File: config.mk
export PLATFORM = sky130hd
export DESIGN_NAME = mem_port_arbiter
export DESIGN_NICKNAME = d
export VERILOG_FILES = /design/src/rtl/mem_port_arbiter.sv
export SDC_FILE = /design/constraint.sdc
export NUM_CORES = 1
export LEC_CHECK = 0
export ABC_AREA = 1
export CORE_UTILIZATION = 42
export CTS_BUF_LIST = sky130_fd_sc_hd__clkbuf_4 sky130_fd_sc_hd__clkbuf_8
export DETAILED_ROUTE_END_ITERATION = 12
export PLACE_DENSITY = 0.82
export SETUP_SLACK_MARGIN = 0.3
export SYNTH_ARGS = -nofsm -noshare
export SYNTH_HDL_FRONTEND = slang
export SYNTH_SLANG_ARGS = --single-unit
File: constraint.sdc
create_clock -name clk -period 2.3 [get_ports clk]
set_clock_uncertainty 0.05 [all_clocks]
set_input_delay 0.23 -clock clk [delete_from_list [all_inputs] [get_ports clk]]
set_output_delay 0.23 -clock clk [all_outputs]
set_load 0.01 [all_outputs]
File: src/rtl/mem_port_arbiter.sv
// Arbitrates the single memory port between the IF and MEM pipeline stages.
// Each access is a request/ready handshake guarded by a watchdog; MEM wins ties.
module mem_port_arbiter #(
  parameter int ADDR_LEN = 32,
  parameter int DATA_LEN = 32,
  parameter int TIMEOUT  = 15
) (
  input  logic                clk,
  input  logic                rst,
  input  logic                if_req,
  input  logic [ADDR_LEN-1:0] if_addr,
  input  logic                if_flush,
  output logic                if_done,
  output logic [DATA_LEN-1:0] if_rdata,
  output logic                if_stall,
  input  logic                mem_r_en,
  input  logic                mem_w_en,
  input  logic [ADDR_LEN-1:0] mem_addr_in,
  input  logic [DATA_LEN-1:0] mem_wdata_in,
  output logic                mem_done,
  output logic [DATA_LEN-1:0] mem_rdata,
  output logic                mem_stall,
  output logic                port_req,
  output logic                port_we,
  output logic [ADDR_LEN-1:0] port_addr,
  output logic [DATA_LEN-1:0] port_wdata,
  input  logic [DATA_LEN-1:0] port_rdata,
  input  logic                port_ready,
  output logic                timeout_err
);

  localparam int CNT_W = (TIMEOUT > 1) ? $clog2(TIMEOUT) : 1;

  typedef enum logic [2:0] {
    S_IDLE     = 3'd0,
    S_IF_ACC   = 3'd1,
    S_MEM_ACC  = 3'd2,
    S_IF_DONE  = 3'd3,
    S_MEM_DONE = 3'd4
  } state_t;

  state_t              state_q, state_d;
  logic [CNT_W-1:0]    cnt_q, cnt_d;
  logic                abort_q, abort_d;
  logic                port_req_q, port_req_d;
  logic                port_we_q, port_we_d;
  logic [ADDR_LEN-1:0] port_addr_q, port_addr_d;
  logic [DATA_LEN-1:0] port_wdata_q, port_wdata_d;
  logic [DATA_LEN-1:0] if_rdata_q, if_rdata_d;
  logic [DATA_LEN-1:0] mem_rdata_q, mem_rdata_d;
  logic                if_done_q, if_done_d;
  logic                mem_done_q, mem_done_d;
  logic                timeout_err_q, timeout_err_d;

  logic                mem_any_s;
  logic                cnt_last_s;
  logic                in_acc_s;
  logic                if_drop_s;

  assign mem_any_s  = mem_r_en | mem_w_en;
  assign cnt_last_s = (cnt_q == CNT_W'(TIMEOUT - 1));
  assign in_acc_s   = (state_q == S_IF_ACC) || (state_q == S_MEM_ACC);
  // A flush in any fetch cycle, including the completing one, discards the fetch.
  assign if_drop_s  = abort_q | if_flush;

  // State and datapath registers with synchronous active-low reset.
  always_ff @(posedge clk) begin
    if (!rst) begin
      state_q       <= S_IDLE;
      cnt_q         <= '0;
      abort_q       <= 1'b0;
      port_req_q    <= 1'b0;
      port_we_q     <= 1'b0;
      port_addr_q   <= '0;
      port_wdata_q  <= '0;
      if_rdata_q    <= '0;
      mem_rdata_q   <= '0;
      if_done_q     <= 1'b0;
      mem_done_q    <= 1'b0;
      timeout_err_q <= 1'b0;
    end else begin
      state_q       <= state_d;
      cnt_q         <= cnt_d;
      abort_q       <= abort_d;
      port_req_q    <= port_req_d;
      port_we_q     <= port_we_d;
      port_addr_q   <= port_addr_d;
      port_wdata_q  <= port_wdata_d;
      if_rdata_q    <= if_rdata_d;
      mem_rdata_q   <= mem_rdata_d;
      if_done_q     <= if_done_d;
      mem_done_q    <= mem_done_d;
      timeout_err_q <= timeout_err_d;
    end
  end

  // Next-state selection.
  always_comb begin
    state_d = state_q;
    case (state_q)
      S_IDLE: begin
        if (mem_any_s) begin
          state_d = S_MEM_ACC;
        end else if (if_req && !if_flush) begin
          state_d = S_IF_ACC;
        end else begin
          state_d = S_IDLE;
        end
      end
      S_IF_ACC: begin
        if (port_ready) begin
          state_d = if_drop_s ? S_IDLE : S_IF_DONE;
        end else if (cnt_last_s) begin
          state_d = S_IDLE;
        end else begin
          state_d = S_IF_ACC;
        end
      end
      S_MEM_ACC: begin
        if (port_ready) begin
          state_d = S_MEM_DONE;
        end else if (cnt_last_s) begin
          state_d = S_IDLE;
        end else begin
          state_d = S_MEM_ACC;
        end
      end
      S_IF_DONE:  state_d = S_IDLE;
      S_MEM_DONE: state_d = S_IDLE;
      default:    state_d = S_IDLE;
    endcase
  end

  // Registered outputs and datapath, derived from the current and next state.
  always_comb begin
    port_req_d    = (state_d == S_IF_ACC) || (state_d == S_MEM_ACC);
    if_done_d     = (state_d == S_IF_DONE);
    mem_done_d    = (state_d == S_MEM_DONE);
    port_we_d     = port_we_q;
    port_addr_d   = port_addr_q;
    port_wdata_d  = port_wdata_q;
    if_rdata_d    = if_rdata_q;
    mem_rdata_d   = mem_rdata_q;
    abort_d       = abort_q;
    cnt_d         = '0;
    timeout_err_d = timeout_err_q;

    // Access parameters are captured once on entry and then held.
    if (state_q == S_IDLE) begin
      abort_d = 1'b0;
      if (state_d == S_MEM_ACC) begin
        port_we_d    = mem_w_en & ~mem_r_en;
        port_addr_d  = mem_addr_in;
        port_wdata_d = mem_wdata_in;
      end else if (state_d == S_IF_ACC) begin
        port_we_d   = 1'b0;
        port_addr_d = if_addr;
      end else begin
        port_we_d = port_we_q;
      end
    end else if (in_acc_s) begin
      if (state_q == S_IF_ACC) begin
        abort_d = if_drop_s;
      end else begin
        abort_d = abort_q;
      end
      if (port_ready) begin
        if ((state_q == S_IF_ACC) && !if_drop_s) begin
          if_rdata_d = port_rdata;
        end else if ((state_q == S_MEM_ACC) && !port_we_q) begin
          mem_rdata_d = port_rdata;
        end else begin
          if_rdata_d = if_rdata_q;
        end
      end else if (cnt_last_s) begin
        timeout_err_d = 1'b1;
      end else begin
        cnt_d = cnt_q + CNT_W'(1);
      end
    end else begin
      abort_d = abort_q;
    end
  end

  assign if_done     = if_done_q & ~if_flush;
  assign mem_done    = mem_done_q;
  assign if_rdata    = if_rdata_q;
  assign mem_rdata   = mem_rdata_q;
  assign if_stall    = if_req & ~if_done;
  assign mem_stall   = mem_any_s & ~mem_done;
  assign port_req    = port_req_q;
  assign port_we     = port_we_q;
  assign port_addr   = port_addr_q;
  assign port_wdata  = port_wdata_q;
  assign timeout_err = timeout_err_q;

endmodule

==> flow_summary.yaml <==
status:
  status: "complete, no violations"
timing:
  fin_crit_sh_pct: 83.3
  fin_tns_setup_ns: 0
  worst_pin_slew_ns: 0.433
  fmax_mhz: 522
  finalHoldViolCount: 0
  final_max_slew_viol_count: 0
  period_minus_slack_ns: 1.92
  relSlewSlack_pct: 71.1
  finalSetupViolCount: 0
  rsz0062_at_grt: "false"
routing:
  wire_per_inst_um: 13.7
  drc: 0
  drt_pass1_iterations: 4
  vias: 6045
  viasPerCell: 4.79
  drt_iter0_markers: 285
  wirelength_um: 17300
  drtAntennaViolNets: 0
yosys:
  synth_cell_types: 22
  synth_seq_cells: 141
  avgSynthCellArea_um2: 6.96
  synth_nets: 957
  ys.warnings.count: 0
  syn_inst: 820
  synth_area_um2: 5710
  ys_seq_area_share_pct: 49.4
power_and_ir_drop:
  power.leakage_nw: 3.76
  p_per_area_nw_per_um2: 695
  ir_worst_vdd_mv: 0.651
global_routing:
  grt_overflow: 0
  antenna_found_initial: 0
  grt_first_pass_wirelength_um: 26900
  grt_max_degree: 66
  grtUsageTotal_pct: 24.0
  first_global_vias: 5508
cells_and_area:
  drive_gt1_share_pct: 5.98
  nets: 1213
  layout.cells.non_filler: 1263
  antennaDiodeCount: 0
  area_delta_synth_final_pct: 58.1
floorplan:
  rows: 42
  core_um2: 13200
  initial_core_util_pct: 43.1
  die_w_um: 119
  die_area_um2: 14100
  ios: 270
  die_h_um: 119
worst_setup_path:
  worstPathRequired_ns: 2.58
  endpoint_kind: "register"
  cp_max_fo: 17
  cp.arrival_ns: 2.19
  start_kind: "register"
  crit_type: "register to register"
clock_network:
  hold_buffers: 0
  clock_path_buffers: 2
  cts_buffers: 17
  cts.reportedPaths.clkPinSlew_ns: 0.07
  clock-root-buffer: "clkbuf_8"
  cts_sinks: 141
  clk_latency_ns: 0.44
  cts_tree: "done"
  htreeDepth: 4
placement:
  globalplace.congestion: 0.793
  io_buffer_count: 269
  hpwl_um: 11600
  place_inst: 1229
job:
  cap_violations: 0
hold_path:
  worst_hold_path_type: "primary input to register"
-- stage by stage --
step / setup slack, ns / util, % / hold WS, ns / power, W / instance area, um2
final: 0.385 / 68.2 / 0.180 / 0.00628 / 9030
after global routing: 0.216 / 68.2 / 0.173 / 0.00662 / 9030
after CTS: 0.371 / 67.5 / 0.147 / 0.00625 / 8930
after detailed placement: 0.0712 / 64.5 / 0.405 / 0.00429 / 8550
after global placement: 0.141 / 64.5 / 0.395 / 0.00427 / 8550
after floorplan: 0.524 / - / 0.341 / 0.00354 / 5710
-- synth_stat cells, drive strengths merged --
cell      n  share of area [%]
nand3    73                6.7
a21oi    37                3.2
xnor2     1               0.15
nor2    214                 14
clkbuf   31                2.0
nand4     2               0.22
xor2      1               0.15
o21ai    64                5.6
nor3      4               0.35
nand2   178                 12
buf      23                2.5
dfxtp   141                 49
inv      49                3.2
ha        2               0.44
-- logic make-up after synthesis --
logic type | synth area share [%]
flip-flops | 49.4
XOR/XNOR | 0.307
AND/OR/NAND/NOR | 33.2
adder cells (fa/ha/maj) | 0.438
AO/OA/AOI/OAI | 8.85
buffers and inverters | 7.74
-- sequential cells by signal, indices dropped and copies added, names as in the netlist, 3 cells and up --
signal      cells
if_rdata       32
mem_rdata      32
port_addr      32
port_wdata     32
cnt_q           4
state_q         3
-- layer usage --
layer / share of wire, % / routed length [um] / GRT usage [%] / vias to the layer above
li1: - / - / - / 3075
met1: 41 / 7110 / 28.0 / 2721
met2: 48 / 8370 / 39.7 / 212
met3: 7.8 / 1360 / 8.01 / 37
met4: 2.6 / 451 / 10.7 / 0
met5: 0 / 0 / 0 / -
-- repair_timing --
item / in CTS / in global routing
endpoints found under the hold margin: 0 / 0
endpoints found under the setup margin: 1 / 33
buffers inserted: 0 / 1
gates cloned: 0 / 3
pin swaps: 0 / 1
resized for setup: 1 / 6
-- worst max-delay path, cell delays in order (launching register included) --
cell	delay, ns
dfxtp_2	0.36
inv_1	0.05
ha_1	0.18
nand3_1	0.16
nand2_2	0.11
nor2_1	0.18
nor2_2	0.07
nand2_1	0.11
nand3_4	0.14
buf_12	0.19
nor2_1	0.14
nor2_1	0.06
-- where the power goes --
group          internal, W  switching [W]
registers          0.00263      0.0000958
logic             0.000815       0.000773
clock network      0.00102       0.000943
-- path summary, 6_finish.rpt --
check	cells past startpoint	startpoint	end	slack [ns]
worst min-delay path	3	rst	port_addr[7]	0.18
worst min register to register	1	cnt_q[0]	cnt_q[0]	0.39
worst max register to register	11	cnt_q[0]	port_addr[14]	0.38
worst max-delay path	11	cnt_q[0]	port_addr[14]	0.38
-- cell type report --
type | count | area (um2)
timing repair buffer | 291 | 2950
fill | 1164 | 4220
clock buffer | 20 | 269
tap | 176 | 220
sequential | 141 | 2820
clock inverter | 10 | 116
multi-input combinational | 576 | 2470
inverter | 49 | 184
-- cells in the final DEF (no fill, tap or decap), types with 2 or more instances in the layout --
cell,count
a21oi_1,37
buf_12,4
buf_4,14
buf_6,2
bufinv_16,2
clkbuf_16,2
clkbuf_8,19
clkdlybuf4s50_1,268
clkinv_2,3
clkinv_4,2
clkinvlp_4,2
dfxtp_1,140
ha_1,2
inv_1,48
nand2_1,175
nand2_2,3
nand3_1,70
nand3_2,2
nand4_1,2
nor2_1,210
nor2_2,2
nor2_4,2
nor3_1,4
o21ai_0,64
(Power assumes the default switching activity.)
